## config.mk

```make
export PLATFORM = sky130hd
export DESIGN_NAME = div_unit
export DESIGN_NICKNAME = d
export VERILOG_FILES = /design/src/rtl/div_pkg.sv /design/src/rtl/div_step.sv /design/src/rtl/div_unit.sv
export SDC_FILE = /design/constraint.sdc
export NUM_CORES = 1
export LEC_CHECK = 0
export BUFFER_PORTS_ARGS = -buffer_cell sky130_fd_sc_hd__buf_4
export CORE_ASPECT_RATIO = 0.9
export CORE_MARGIN = 2
export CORE_UTILIZATION = 25
export DETAILED_ROUTE_END_ITERATION = 16
export SLEW_MARGIN = 20
export SYNTH_ARGS = -nofsm -noshare
export SYNTH_HDL_FRONTEND = slang
export SYNTH_SLANG_ARGS = --single-unit
```

## constraint.sdc

```tcl
create_clock -name clk -period 2.85 [get_ports clk]
set_input_delay 0.285 -clock clk [delete_from_list [all_inputs] [get_ports clk]]
set_output_delay 0.285 -clock clk [all_outputs]
set_load 0.05 [all_outputs]
```

## src/rtl/div_pkg.sv

```systemverilog
// Shared encodings for the iterative divider and the EX/ctrl handshake around it.
package div_pkg;

  typedef enum logic [1:0] {
    DivFree   = 2'b00,
    DivByZero = 2'b01,
    DivOn     = 2'b10,
    DivEnd    = 2'b11
  } divState_e;

  localparam logic DivResultReady    = 1'b1;
  localparam logic DivResultNotReady = 1'b0;
  localparam logic DivStart          = 1'b1;
  localparam logic DivStop           = 1'b0;

endpackage

```

## src/rtl/div_step.sv

```systemverilog
// One restoring-division iteration: shift {rem, quo} left and try to subtract the divisor.
module div_step #(
  parameter int WIDTH = 32
) (
  input  logic [WIDTH-1:0] rem_i,
  input  logic [WIDTH-1:0] quo_i,
  input  logic [WIDTH-1:0] divisor_i,
  output logic [WIDTH-1:0] rem_o,
  output logic [WIDTH-1:0] quo_o
);

  logic [WIDTH:0] shifted;
  logic           fits;

  // The compare runs WIDTH+1 wide; once it passes, the difference is below the divisor and fits WIDTH bits.
  always_comb begin
    shifted = {rem_i, quo_i[WIDTH-1]};
    fits    = (shifted >= {1'b0, divisor_i});
    rem_o   = fits ? (shifted[WIDTH-1:0] - divisor_i) : shifted[WIDTH-1:0];
    quo_o   = {quo_i[WIDTH-2:0], fits};
  end

endmodule

```

## src/rtl/div_unit.sv

```systemverilog
// WIDTH-cycle radix-2 divider for DIV/DIVU; result_o = {remainder, quotient}.
// Signed operation is only built when DIV_SIGNED_EN is defined; otherwise every divide is unsigned.
module div_unit
  import div_pkg::*;
#(
  parameter  int WIDTH = 32,
  localparam int CNT_W = $clog2(WIDTH + 1)
) (
  input  logic               clk,
  input  logic               rst,
  input  logic               start_i,
  input  logic               annul_i,
  input  logic               signed_div_i,
  input  logic [WIDTH-1:0]   opdata1_i,
  input  logic [WIDTH-1:0]   opdata2_i,
  output logic [2*WIDTH-1:0] result_o,
  output logic               ready_o,
  output logic               busy_o,
  output logic               div_zero_o
);

  divState_e            state_q, state_d;
  logic [CNT_W-1:0]     cnt_q;
  logic [WIDTH-1:0]     rem_q, quo_q, divisor_q;
  logic [2*WIDTH-1:0]   result_q;
  logic                 ready_q, divZero_q;
  logic [WIDTH-1:0]     stepRem, stepQuo, finalRem, finalQuo;
  logic [WIDTH-1:0]     dividendMag, divisorMag;
  logic                 accept, divByZero, lastStep;

  assign accept    = (state_q == DivFree) && (start_i == DivStart) && !annul_i;
  assign divByZero = (opdata2_i == '0);
  assign lastStep  = (cnt_q == CNT_W'(WIDTH - 1));

  div_step #(.WIDTH(WIDTH)) u_step (
    .rem_i     (rem_q),
    .quo_i     (quo_q),
    .divisor_i (divisor_q),
    .rem_o     (stepRem),
    .quo_o     (stepQuo)
  );

`ifdef DIV_SIGNED_EN
  logic negQuo_q, negRem_q;

  // Work on magnitudes; the quotient sign is the XOR of operand signs and the remainder follows the dividend.
  always_comb begin
    dividendMag = (signed_div_i && opdata1_i[WIDTH-1]) ? -opdata1_i : opdata1_i;
    divisorMag  = (signed_div_i && opdata2_i[WIDTH-1]) ? -opdata2_i : opdata2_i;
    finalQuo    = negQuo_q ? -stepQuo : stepQuo;
    finalRem    = negRem_q ? -stepRem : stepRem;
  end

  always_ff @(posedge clk or negedge rst) begin
    if (!rst) begin
      negQuo_q <= 1'b0;
      negRem_q <= 1'b0;
    end else if (accept) begin
      negQuo_q <= signed_div_i && (opdata1_i[WIDTH-1] ^ opdata2_i[WIDTH-1]);
      negRem_q <= signed_div_i && opdata1_i[WIDTH-1];
    end
  end
`else
  logic unused_signedDiv;
  assign unused_signedDiv = signed_div_i;

  always_comb begin
    dividendMag = opdata1_i;
    divisorMag  = opdata2_i;
    finalQuo    = stepQuo;
    finalRem    = stepRem;
  end
`endif

  always_ff @(posedge clk or negedge rst) begin
    if (!rst) state_q <= DivFree;
    else      state_q <= state_d;
  end

  always_comb begin
    state_d = state_q;
    unique case (state_q)
      DivFree:   if (accept) state_d = divByZero ? DivByZero : DivOn;
      DivByZero: state_d = annul_i ? DivFree : DivEnd;
      DivOn: begin
        if (annul_i)       state_d = DivFree;
        else if (lastStep) state_d = DivEnd;
      end
      DivEnd:    if (start_i == DivStop) state_d = DivFree;
      default:   state_d = DivFree;
    endcase
  end

  always_comb begin
    busy_o     = (state_q == DivByZero) || (state_q == DivOn);
    ready_o    = ready_q;
    result_o   = result_q;
    div_zero_o = divZero_q;
  end

  // Outputs clear when a divide is accepted so an annulled divide leaves them at zero.
  always_ff @(posedge clk or negedge rst) begin
    if (!rst) begin
      cnt_q     <= '0;
      rem_q     <= '0;
      quo_q     <= '0;
      divisor_q <= '0;
      result_q  <= '0;
      ready_q   <= DivResultNotReady;
      divZero_q <= 1'b0;
    end else begin
      ready_q <= (state_q == DivEnd) ? DivResultReady : DivResultNotReady;
      unique case (state_q)
        DivFree: begin
          if (accept) begin
            cnt_q     <= '0;
            rem_q     <= '0;
            quo_q     <= divByZero ? opdata1_i : dividendMag;
            divisor_q <= divisorMag;
            result_q  <= '0;
            divZero_q <= 1'b0;
          end
        end
        DivByZero: begin
          if (!annul_i) begin
            result_q  <= {quo_q, {WIDTH{1'b1}}};
            divZero_q <= 1'b1;
          end
        end
        DivOn: begin
          if (!annul_i) begin
            rem_q <= stepRem;
            quo_q <= stepQuo;
            cnt_q <= cnt_q + CNT_W'(1);
            if (lastStep) result_q <= {finalRem, finalQuo};
          end
        end
        default: ;
      endcase
    end
  end

endmodule

```

# After elaboration in Yosys (flattened, before gate mapping)
# Cells that the tools add are included.
# word_totals
regBits,170
in_bits,69
output_inout_bits,67
word_cells,61
# classes
addsub,2
magnitude_cmp,1
n_eq_ne,10
muxes,26
reduce_logical,14
# ops
operator,n
2-to-1 mux 64 bit,4
case mux 64 bit (3 select lines),1
2-to-1 mux 32 bit,5
case mux 32 bit (2 select lines),2
>= comparator 33 x 32 -> 1 bit,1
logical NOT 32 bit,1
subtractor 32 bit,1
2-to-1 mux 2 bit,6
2-to-1 mux 6 bit,2
case mux 6 bit (2 select lines),1
inequality test 2 bit (second input constant),5
AND reduction 3 bit,3
case mux 2 bit (4 select lines),1
adder 6 x 1 -> 6 bit (second input constant),1
equality test 6 x 5 -> 1 bit (second input constant),1
AND reduction 5 bit,1
equality test 2 bit (second input constant),2
nonzero test 2 bit,2
2-to-1 mux 1 bit,3
inequality test 3 bit (second input constant),1
nonzero test 3 bit,1
equality test 2 x 1 -> 1 bit (second input constant),1
logical AND 1 bit,2
logical NOT 2 bit,1
other kinds (4),4

# Logic depth before layout (Yosys ltp)
# logic_depth
depth_word,5
mapped_depth,14
ltp_nobuf,13

# By module
# Synthesis repeated with hierarchy kept, for this count alone.
# hier_totals
hier_cells,1142
hier_area_um2,10467.5
# modules_own_cells
mod,n_inst,cells_each,area_each_um2,seq_area_each_um2
div_unit,1,787,7896.3,4254.1
div_step,1,355,2571.2,0.0

# Worst setup path after synthesis
# No wires, ideal clock.
# synth_timing
path_type,register -> register
from,register rem_q[5]
to,register rem_q[19]
setup_ns,0.125
t_arrival_ns,2.720
t_required_ns,2.725
slack_ns,0.005
stages_incl_launch_ff,14
n_path_buf,2
cell_sequence,dfrtp_1 -> ha_1 -> clkbuf_2 -> a21o_1 -> and2_1 -> o21a_1 -> a31oi_1 -> a211o_1 -> o211ai_2 -> a31o_2 -> clkbuf_1 -> nand4_1 -> o21ai_0 -> mux2_2
# synth_via
elab_chain_cells,4
# synth_lines
item,line,text
"start, declared",div_unit.sv:24,"logic [WIDTH-1:0] rem_q, quo_q, divisor_q;"
"start signal, assigned",div_unit.sv:132,rem_q <= stepRem;
subtractor 32 bit / >= comparator 33 x 32 -> 1 bit (equally long branches),"div_step.sv:19, div_step.sv:18",
2-to-1 mux 32 bit (*),div_step.sv:19,rem_o = fits ? (shifted[WIDTH-1:0] - divisor_i) : shifted[WIDTH-1:0];
2-to-1 mux 32 bit (*),div_unit.sv:131,if (!annul_i) begin
case mux 32 bit (2 select lines) (*),div_unit.sv:113,unique case (state_q)
# Mark *: on every way between the ends. The rest lies on a longest branch, timed or not. The select of a mux whose other input is x is not followed.
# A chain may end at the register's enable or synchronous reset.

# Worst setup path after layout
# layout_timing
from,register rem_q[9]
to,register rem_q[4]
# layout_via
elab_chain_cells,4
# layout_lines
item,line,text
>= comparator 33 x 32 -> 1 bit,div_step.sv:18,"fits = (shifted >= {1'b0, divisor_i});"
2-to-1 mux 32 bit,div_step.sv:19,
2-to-1 mux 32 bit,div_unit.sv:131,
case mux 32 bit (2 select lines),div_unit.sv:113,
# Every way passes these cells. The select of a mux whose other input is x is not followed.

==> results_tabular.tex <==
\begin{tabular}{lr}
\hline
Metric & Value \\
\hline
\multicolumn{2}{l}{\textbf{Run status}} \\
Run status & finished with violations \\
Violated checks & setup timing \\
\multicolumn{2}{l}{\textbf{Setup path}} \\
Worst reg2reg startpoint & rem\_q[9]\$\_DFFE\_PN0P\_ \\
Largest fanout on the critical path & 4 \\
Critical path class & reg -> reg \\
CP startpoint & rem\_q[9]\$\_DFFE\_PN0P\_ \\
Crit end category & flop \\
Required time at the endpoint of the critical path & 3.22 ns \\
Critical path launch point type & flop \\
Data arrival time of the worst path & 3.36 ns \\
\multicolumn{2}{l}{\textbf{Drt}} \\
Final WL & 33,400 um \\
DR vias & 9,150 \\
Average wire length per cell after detail routing & 18.1 um \\
Initial DRC Count & 522 \\
Post-detailed-route via-to-cell ratio & 4.94 \\
First-pass DRT Iterations & 5 \\
Antenna Violating Nets Remaining & 0 \\
Post-route DRC violation count & 0 \\
\multicolumn{2}{l}{\textbf{Power and ir drop}} \\
Max IR drop VDD & 1.24 mV \\
Power density normalized to cell area & 1220 nW/um\^{}2 \\
P\_leak & 6.03 nW \\
Power after layout & 16.4 mW \\
\multicolumn{2}{l}{\textbf{Layout}} \\
Post-layout nets & 1,456 \\
Ratio of cells with drive above 1 in the final layout & 33.5\% \\
Total of fill cells in the finished design & 3,919 \\
Post-route insts no fill & 1,852 \\
Synth-to-Final Area Change & 39.7\% \\
Antenna cell count & 0 \\
Final core utilization & 35.2\% \\
\multicolumn{2}{l}{\textbf{GRT}} \\
Via count of the first global-routing pass & 9,266 \\
Maximum number of pins on one net before global-route repair & 66 \\
Gr ovfl total & 0 \\
Number of antenna violations at the first check in global routing & 0 \\
Global router's overall resource usage & 16.9\% \\
Wire length of the first global-routing pass & 52,400 um \\
\multicolumn{2}{l}{\textbf{Logic synthesis}} \\
Number of flip-flops and latches in the synthesized netlist & 170 \\
Sequential area share after synthesis & 44.3\% \\
Distinct cell type count after synthesis & 59 \\
Ys flop type & sky130\_fd\_sc\_hd\_\_dfrtp\_1 \\
Post-synth net total & 1,224 \\
Netlist area before placement & 9610 um\^{}2 \\
Number of standard cells after synthesis & 1,117 \\
Synthesis Warnings & 0 \\
Mean Syn Cell Area & 8.60 um\^{}2 \\
Share of flip-flops with an asynchronous set or reset & 100\% \\
Number of enable-type register cells in the synthesized netlist & 0 \\
\multicolumn{2}{l}{\textbf{Clock tree}} \\
Number of buffers on the longest clock path & 2 \\
Number of buffers created by CTS & 17 \\
Clock input transition at the sequential cells of the worst setup and hold paths & 0.07 ns \\
Clk Latency, worst-skew pair & 0.46 ns \\
CTS tree & yes \\
H-tree lvl count & 4 \\
Clk root buf & sky130\_fd\_sc\_hd\_\_clkbuf\_16 \\
Number of sinks on the clock net & 170 \\
\multicolumn{2}{l}{\textbf{STA}} \\
Final worst setup slack & -0.144 ns \\
Minimum clock period & 2.99 ns \\
Final Hold Viols & 0 \\
Worst-case hold slack & 0.0683 ns \\
Max-slew violation count & 0 \\
Final setup violating endpoints & 40 \\
Slew @ Worst Pin & 0.708 ns \\
Fraction of the cycle the final worst path needs & 105\% \\
Worst setup skew after layout & 0.0206 ns \\
Unrepaired setup endpoints after global routing & yes \\
Max-Slew Margin vs Limit & 52.8\% \\
Maximum operating frequency & 0.334 GHz \\
\multicolumn{2}{l}{\textbf{Place}} \\
Global placement routability congestion & 0.856 \\
Cells after DPL & 1,805 \\
HPWL after detailed placement & 24,500 um \\
I/O Buffers & 134 \\
\multicolumn{2}{l}{\textbf{Die}} \\
X dimension of the die & 211 um \\
\# rows & 68 \\
Area of the core & 38,100 um\^{}2 \\
Die height & 190 um \\
I/O pin count & 136 \\
Die area & 40,000 um\^{}2 \\
Initial core utilization & 25.2\% \\
\multicolumn{2}{l}{\textbf{Hold path}} \\
Startpoint of the most critical hold path & opdata2\_i[17] \\
Min-Delay Path Class & in -> reg \\
\multicolumn{2}{l}{\textbf{Run}} \\
Maximum Capacitance Violations & 0 \\
\hline
\end{tabular}
## worst paths after layout
check	endpoint	slack [ns]	cells past startpoint
setup / recovery	rem_q[4]$_DFFE_PN0P_	-0.14	13
hold / removal	divisor_q[17]$_DFFE_PN0P_	0.07	2
setup reg to reg	rem_q[4]$_DFFE_PN0P_	-0.14	13
hold reg to reg	result_o[6]$_DFFE_PN0P_	0.48	2
max in group asynchronous	divisor_q[6]$_DFFE_PN0P_	1.81	3
min in group asynchronous	div_zero_o$_DFFE_PN0P_	0.28	2
## cell usage in the layout (no fill, tap or decap), types with 26 or more instances in the layout
| master | instances |
|---|---|
| sky130_fd_sc_hd__o21ai_0 | 143 |
| sky130_fd_sc_hd__nor2_1 | 28 |
| sky130_fd_sc_hd__and2_1 | 35 |
| sky130_fd_sc_hd__a21oi_1 | 108 |
| sky130_fd_sc_hd__inv_1 | 45 |
| sky130_fd_sc_hd__nand2_1 | 144 |
| sky130_fd_sc_hd__buf_4 | 263 |
| sky130_fd_sc_hd__mux2_2 | 33 |
| sky130_fd_sc_hd__dfrtp_1 | 170 |
| sky130_fd_sc_hd__ha_1 | 26 |
| sky130_fd_sc_hd__o21ai_1 | 36 |
## timing repair
action	in CTS	in global routing
cloned	3	0
hold buffers	1	0
gates resized for setup	92	87
hold endpoints to repair	30	0
setup buffers	8	6
endpoints found under the setup margin	66	66
pin swaps	56	63
## sequential cells by signal (all words and copies together), names as in the netlist
register    cells
state_q         2
ready_o         1
divisor_q      32
rem_q          32
quo_q          32
cnt_q           6
div_zero_o      1
result_o       64
## synth_stat cells, drive strengths merged (12+ instances only)
cell	instances	area, um^2
a21oi	128	641
nand3	20	100
o211ai	12	95.1
xnor2	17	149
inv	49	184
a21o	18	135
dfrtp	170	4250
nor3	21	105
ha	37	463
nor2	31	116
o21ai	198	991
nand4	14	87.6
clkbuf	70	264
and2	35	219
nand2	146	548
mux2	33	372
nor4	12	75.1
## critical path, cell delays in order, from the launching register on
cell and delay (ns):
sky130_fd_sc_hd__dfrtp_1 0.42, sky130_fd_sc_hd__ha_4 0.29, sky130_fd_sc_hd__and3_4 0.17, sky130_fd_sc_hd__and2b_1 0.16, sky130_fd_sc_hd__o21a_1 0.12, sky130_fd_sc_hd__a31oi_1 0.04
sky130_fd_sc_hd__buf_4 0.15, sky130_fd_sc_hd__a211o_1 0.27, sky130_fd_sc_hd__o211ai_2 0.23, sky130_fd_sc_hd__a31oi_4 0.15, sky130_fd_sc_hd__buf_12 0.18, sky130_fd_sc_hd__or4_4 0.40
sky130_fd_sc_hd__a21o_1 0.21, sky130_fd_sc_hd__o21ai_1 0.11
## logic make-up (layout without fill, tap and decap cells)
family | after synthesis | count (layout) | share of synthesized area (%)
muxes | 37 | 37 | 4.28
buffers and inverters | 125 | 367 | 4.93
DFF | 170 | 170 | 44.3
AOI/OAI and AO/OA | 409 | 412 | 23.8
adders and majority gates | 38 | 38 | 5.02
and+or+nand+nor | 310 | 310 | 15.2
xor gates and xnor gates | 28 | 28 | 2.55
## per-layer routing
metal / part of all wire (%) / track usage, % / wire [um] / vias up
met5: 0 / 0 / 0 / -
met1: 46 / 23.2 / 15300 / 4479
met2: 48 / 27.5 / 16100 / 213
li1: - / - / - / 4425
met4: 1.5 / 4.31 / 488 / 0
met3: 4.6 / 3.28 / 1550 / 33
## power breakdown
group / switching [mW] / internal (mW) / total (mW) / leakage, nW
clock: 1.07 / 1.26 / 2.33 / 0.271
combinational: 6.30 / 3.87 / 10.2 / 3.56
sequential: 0.616 / 3.31 / 3.93 / 2.20
total: 7.99 / 8.44 / 16.4 / 6.03
## final cells by class
class | instances | area [um^2] | area share (%)
multi-input combinational | 825 | 5500 | 41.0
sequential | 170 | 4250 | 31.7
timing repair buffer | 285 | 2290 | 17.1
tap | 490 | 613 | 4.57
clock buffer | 20 | 457 | 3.40
inverter | 50 | 188 | 1.40
clock inverter | 12 | 116 | 0.867
## through the flow
step | setup slack [ns] | TNS, ns | instance area, um^2
floorplan | 0.00529 | 0 | 9610
global placement | -0.347 | -9.75 | 12100
detailed placement | -0.278 | -10.38 | 12100
CTS | -0.136 | -2.29 | 13100
global route | -0.315 | -11.31 | 13400
finish | -0.144 | -1.71 | 13400
Power figures use the tool's default switching activity.
